File: config.mk
export PLATFORM = sky130hd
export DESIGN_NAME = jtlabrun_gfx_romslot
export DESIGN_NICKNAME = d
export VERILOG_FILES = /design/src/rtl/jtlabrun_pkg.sv /design/src/rtl/jtlabrun_romslot_cache.sv /design/src/rtl/jtlabrun_gfx_romslot.sv
export SDC_FILE = /design/constraint.sdc
export NUM_CORES = 1
export LEC_CHECK = 0
export BUFFER_PORTS_ARGS = -buffer_cell sky130_fd_sc_hd__buf_2
export CORE_MARGIN = 2
export CORE_UTILIZATION = 30
export CTS_CLUSTER_DIAMETER = 80
export DETAILED_ROUTE_END_ITERATION = 8
export MAX_ROUTING_LAYER = met4
export PLACE_DENSITY_LB_ADDON = 0.1
export SLEW_MARGIN = 25
export SYNTH_ARGS = -nofsm -noshare
export SYNTH_HDL_FRONTEND = slang
export SYNTH_SLANG_ARGS = --single-unit
export TNS_END_PERCENT = 50
File: constraint.sdc
create_clock -name clk -period 3.2 [get_ports clk]
set_input_delay 0.32 -clock clk [delete_from_list [all_inputs] [get_ports clk]]
set_output_delay 0.32 -clock clk [all_outputs]
set_load 0.01 [all_outputs]
File: src/rtl/jtlabrun_pkg.sv
// Shared types for the jtlabrun graphics ROM slot: fetch FSM states and default SDRAM placement.
package jtlabrun_pkg;

    typedef enum logic [1:0] {
        IDLE = 2'd0,
        REQ  = 2'd1,
        WAIT = 2'd2
    } romslot_state_e;

    localparam logic [21:0] GFX_OFFSET_DEFAULT = 22'h0;

endpackage

File: src/rtl/jtlabrun_romslot_cache.sv
// Tag/valid/data store for the gfx ROM slot. JTLABRUN_ROMSLOT_DUAL_EN selects two entries with
// 1-bit LRU replacement; otherwise a single entry that every fill overwrites.
module jtlabrun_romslot_cache #(
    parameter int AW = 17,
    parameter int DW = 16
) (
    input  logic          clk,
    input  logic          rstn,
    input  logic [AW-1:0] lookup_addr,
    input  logic          touch,
    output logic          hit,
    output logic [DW-1:0] hit_data,
    input  logic          fill,
    input  logic [AW-1:0] fill_addr,
    input  logic [DW-1:0] fill_data
);

`ifdef JTLABRUN_ROMSLOT_DUAL_EN
    logic [1:0]    valid_q;
    logic [AW-1:0] tag_q [2];
    logic [DW-1:0] data_q [2];
    logic          lru_q;      // index of the entry the next fill replaces
    logic [1:0]    match;

    always_comb begin
        for (int i = 0; i < 2; i++) begin
            match[i] = valid_q[i] && (tag_q[i] == lookup_addr);
        end
        hit      = |match;
        hit_data = match[1] ? data_q[1] : data_q[0];
    end

    always_ff @(posedge clk) begin
        if (!rstn) begin
            valid_q <= 2'b00;
            lru_q   <= 1'b0;
        end else if (fill) begin
            valid_q[lru_q] <= 1'b1;
            lru_q          <= ~lru_q;
        end else if (touch && hit) begin
            lru_q <= ~match[1];
        end
    end

    // NOTE: only the valid bits are reset; tags and data are don't-care while invalid,
    // so the storage stays free of reset logic.
    always_ff @(posedge clk) begin
        if (fill) begin
            tag_q[lru_q]  <= fill_addr;
            data_q[lru_q] <= fill_data;
        end
    end
`else
    logic          valid_q;
    logic [AW-1:0] tag_q;
    logic [DW-1:0] data_q;
    logic          unused_touch;

    assign unused_touch = touch;
    assign hit          = valid_q && (tag_q == lookup_addr);
    assign hit_data     = data_q;

    always_ff @(posedge clk) begin
        if (!rstn) begin
            valid_q <= 1'b0;
        end else if (fill) begin
            valid_q <= 1'b1;
        end
    end

    always_ff @(posedge clk) begin
        if (fill) begin
            tag_q  <= fill_addr;
            data_q <= fill_data;
        end
    end
`endif

endmodule

File: src/rtl/jtlabrun_gfx_romslot.sv
// SDRAM-side responder for the video gfx ROM port: cache lookup, miss fetch FSM, address-qualified ok.
// Build option: JTLABRUN_ROMSLOT_DUAL_EN enables the two-entry cache in jtlabrun_romslot_cache.
module jtlabrun_gfx_romslot
    import jtlabrun_pkg::*;
#(
    parameter int                AW     = 17,
    parameter int                DW     = 16,
    parameter int                SDRAMW = 22,
    parameter logic [SDRAMW-1:0] OFFSET = SDRAMW'(GFX_OFFSET_DEFAULT)
) (
    input  logic              clk,
    input  logic              rstn,
    input  logic              gfx_romcs,
    input  logic [AW-1:0]     gfx_addr,
    output logic [DW-1:0]     gfx_data,
    output logic              gfx_ok,
    output logic              sdram_req,
    output logic [SDRAMW-1:0] sdram_addr,
    input  logic              sdram_ack,
    input  logic              sdram_rdy,
    input  logic [DW-1:0]     sdram_din
);

    romslot_state_e    state_q, state_d;
    logic              req_q, req_d;
    logic [SDRAMW-1:0] saddr_q, saddr_d;
    logic [AW-1:0]     pend_q, pend_d;
    logic [DW-1:0]     data_q, data_d;
    logic [AW-1:0]     dtag_q, dtag_d;   // address of the word currently held in data_q
    logic              ok_q, ok_d;

    logic              hit, touch, fill, capture;
    logic [DW-1:0]     hit_data;

    jtlabrun_romslot_cache #(
        .AW(AW),
        .DW(DW)
    ) u_cache (
        .clk        (clk),
        .rstn       (rstn),
        .lookup_addr(gfx_addr),
        .touch      (touch),
        .hit        (hit),
        .hit_data   (hit_data),
        .fill       (fill),
        .fill_addr  (pend_q),
        .fill_data  (sdram_din)
    );

    // NOTE: every output of this block gets a default first, so no path can infer a latch.
    always_comb begin
        state_d = state_q;
        req_d   = req_q;
        saddr_d = saddr_q;
        pend_d  = pend_q;
        data_d  = data_q;
        dtag_d  = dtag_q;
        ok_d    = 1'b0;
        touch   = 1'b0;
        capture = 1'b0;

        case (state_q)
            IDLE: begin
                if (gfx_romcs) begin
                    if (hit) begin
                        touch  = 1'b1;
                        data_d = hit_data;
                        dtag_d = gfx_addr;
                        ok_d   = 1'b1;
                    end else begin
                        pend_d  = gfx_addr;
                        saddr_d = OFFSET + SDRAMW'(gfx_addr);
                        req_d   = 1'b1;
                        state_d = REQ;
                    end
                end
            end
            REQ: begin
                if (sdram_ack) begin
                    req_d   = 1'b0;
                    state_d = WAIT;
                    capture = sdram_rdy;   // ack and rdy together: data arrives straight away
                end
            end
            WAIT:    capture = sdram_rdy;
            default: state_d = IDLE;
        endcase

        fill = capture;
        if (capture) begin
            state_d = IDLE;
            if (gfx_romcs && (gfx_addr == pend_q)) begin
                data_d = sdram_din;
                dtag_d = pend_q;
                ok_d   = 1'b1;
            end
        end
    end

    // NOTE: sequential state uses non-blocking assignments so every register samples pre-edge values.
    always_ff @(posedge clk) begin
        if (!rstn) begin
            state_q <= IDLE;
            req_q   <= 1'b0;
            saddr_q <= '0;
            pend_q  <= '0;
            data_q  <= '0;
            dtag_q  <= '0;
            ok_q    <= 1'b0;
        end else begin
            state_q <= state_d;
            req_q   <= req_d;
            saddr_q <= saddr_d;
            pend_q  <= pend_d;
            data_q  <= data_d;
            dtag_q  <= dtag_d;
            ok_q    <= ok_d;
        end
    end

    // ok is re-qualified every cycle so a stale word is never flagged for a new address.
    assign gfx_ok     = ok_q & gfx_romcs & (gfx_addr == dtag_q);
    assign gfx_data   = data_q;
    assign sdram_req  = req_q;
    assign sdram_addr = saddr_q;

endmodule
==> flow_summary.yaml <==
run_status:
  status: "finished, final reports clean"
clocking:
  clock_path_buffers: 2
  cts_buffers: 9
  clock_sinks: 88
  cts_setup_buffers: 0
  clk_latency_ns: 0.34
  cts_resized: 0
  clockRootBuffer: "clkbuf_16"
  clk_pin_slew_worst_paths_ns: 0.06
  cts_hold_buf: 0
  htree_num_levels: 3
  cts_tree: "built"
synthesis:
  ys_warn_count: 0
  synth_edf_count: 33
  synth_seq_cells: 88
  synthArstFlopShare_pct: 0
  synthTopCellsByArea: "dfxtp_1, edfxtp_1, xnor2_1"
  syn-cell-area_mm2: 0.00408
  synthCells: 409
  synth_top_flop_cell: "dfxtp_1"
  yosysUniqueCellTypes: 37
  avgSynthCellArea_um2: 9.97
  ys_seq_area_share_pct: 51.3
  yosysTopAreaCell: "dfxtp_1"
  synth_top_area_share_pct: 27.0
global_route:
  grt_pass1_wl_um: 16200
  antenna_found_initial: 0
  track_usage_pct: 15.2
  grt.overflow.total: 0
  grt_pass1_vias: 2778
  grt_max_degree: 68
place:
  port_buffers: 72
  place_ws_ns: 0.776
  detailed_place_hpwl_um: 6810
  place_congestion: 0.724
setup_path:
  cp_cell_sequence: "xor2_1, nor4_1, nand4_1, or4_4, o21ai_0, a31oi_1"
  crit_type: "reg2reg"
  critPathMaxStageDelay_ns: 0.73
  cp.arrival_ns: 2.52
  cpMaxStageDelayCell: "or4_4"
  crit_fanout: 67
  cp-end-kind: "flop"
  startpoint_type: "flop"
  cp.required_ns: 3.39
final_layout:
  seqCellArea_mm2: 0.00209
  multi_input_area_mm2: 0.00173
  fill_cells: 1367
  syn_to_final_growth_pct: 16.2
  final_core_util_pct: 35.8
  diodes: 0
  layout.nets: 498
  drive_above_1_share_pct: 21.1
timing:
  period_needed_ns: 2.33
  max_freq_ghz: 0.430
  slew_headroom_pct: 49.1
  tightest_slew_ns: 0.762
  finalSetupTns_ns: 0
  fin_crit_sh_pct: 72.7
  skew_ns: 0.00522
  rsz0062_at_grt: "false"
  finalHoldViolations: 0
  setup_viol: 0
  timing.final.max_slew_violations: 0
  setup_ws_ns: 0.873
floorplanning:
  coreArea_mm2: 0.0132
  dieHeight_um: 121
  dieWidth_um: 121
  initial_core_util_pct: 30.8
  ioPinCount: 78
  num_rows: 42
  die_area_mm2: 0.0145
drt:
  ant_nets: 0
  drtPass1Iterations: 4
  drc: 0
  vias: 3019
  drtIter0Drc: 212
  drt-total-wl_um: 10200
  avgRoutedWirePerCell_um: 16.1
  via_per_inst: 4.75
power:
  leakage_nw: 1.82
  cellPowerDensity_mw_per_mm2: 604
  ir_drop_uv: 238
min_path:
  hold_class: "in2reg"
flow_run:
  cap_violations: 0
state kept, by name, summed over array words and instances, names as in the netlist:
name              flops
dtag_q               17
gfx_data             16
u_cache.hit_data     16
u_cache.valid_q       1
ok_q                  1
sdram_addr           17
state_q               2
u_cache.tag_q        17
sdram_req             1
cells by family after synthesis:
group,synth area share (%)
AOI/OAI and AO/OA,12.6
xor gates and xnor gates,11.0
adders and majority gates,1.23
buffers and inverters,6.81
DFF,51.3
muxes,3.93
other,0.0919
and+or+nand+nor,13.1
cells in the mapped netlist (2+ instances only):
| cell type | number |
|---|---|
| clkbuf_1 | 19 |
| ha_1 | 4 |
| nand4_1 | 13 |
| nor3_1 | 2 |
| edfxtp_1 | 33 |
| a31oi_1 | 17 |
| xnor2_1 | 43 |
| buf_6 | 8 |
| buf_4 | 7 |
| nand2_1 | 58 |
| xor2_1 | 8 |
| a32o_1 | 2 |
| o21ai_0 | 51 |
| nor2_1 | 5 |
| nand2b_1 | 2 |
| a21oi_1 | 18 |
| nor4_1 | 3 |
| clkbuf_2 | 5 |
| inv_1 | 4 |
| buf_2 | 4 |
| dfxtp_1 | 55 |
| nand3_1 | 18 |
| mux2i_1 | 16 |
layout make-up:
class	instances	area share [%]
Clock buffer	12	5.20
Clock inverter	3	0.898
Inverter	4	0.317
Multi-Input combinational cell	277	36.5
Sequential cell	88	44.2
Tap cell	176	4.65
Timing Repair Buffer	76	8.24
power breakdown:
group | leakage (nW) | internal [mW] | switching [mW]
clock network | 0.139 | 0.622 | 0.435
registers | 0.747 | 1.26 | 0.0725
logic | 0.935 | 0.182 | 0.294
path summary, 6_finish.rpt:
| path | from | slack (ns) | cells past startpoint | to |
|---|---|---|---|---|
| setup reg to reg | sdram_addr[7] | 0.87 | 6 | dtag_q[16] |
| setup / recovery | sdram_addr[7] | 0.87 | 6 | dtag_q[16] |
| hold / removal | sdram_din[10] | 0.16 | 1 | u_cache.hit_data[10] |
| hold reg to reg | gfx_data[11] | 0.47 | 2 | gfx_data[11] |
layout by cell type (no fill, tap or decap), types with 2 or more instances in the layout:
master / Yosys / routed
a21oi_1: 18 / 18
a31oi_1: 17 / 17
a32o_1: 2 / 2
buf_2: 4 / 72
buf_4: 7 / 4
clkbuf_1: 19 / 2
clkbuf_16: 0 / 9
conb_1: 1 / 5
dfxtp_1: 55 / 55
edfxtp_1: 33 / 33
ha_1: 4 / 4
inv_1: 4 / 4
mux2i_1: 16 / 16
nand2_1: 58 / 58
nand2b_1: 2 / 2
nand3_1: 18 / 18
nand4_1: 13 / 13
nor2_1: 5 / 4
nor3_1: 2 / 2
nor4_1: 3 / 3
o21ai_0: 51 / 51
xnor2_1: 43 / 43
xor2_1: 8 / 8
routing by layer:
metal	part of all wire, %	global-route usage, %	vias to the layer above
li1	-	-	1513
met1	50	21.2	1419
met2	45	21.7	74
met3	4.5	3.16	13
met4	1.3	5.89	0
met5	0	-	-
per-stage QoR:
stage                     hold slack (ns)  power, mW  area [um2]  std cells
final                               0.163       2.86        4740        636
after global routing                0.156       3.01        4740        636
after CTS                           0.152       2.90        4740        636
after detailed placement            0.464       1.84        4450        621
after global placement              0.456       1.83        4450        621
after floorplan                     0.419       1.67        4100        413
worst max-delay path, delay by kind of cell, from the launching register on:
kind             cells  cell delay, ns
XOR/XNOR             1            0.19
AO/OA/AOI/OAI        2            0.35
AND/OR/NAND/NOR      3            1.24
flip-flops           1            0.35
(Power assumes the default switching activity.)
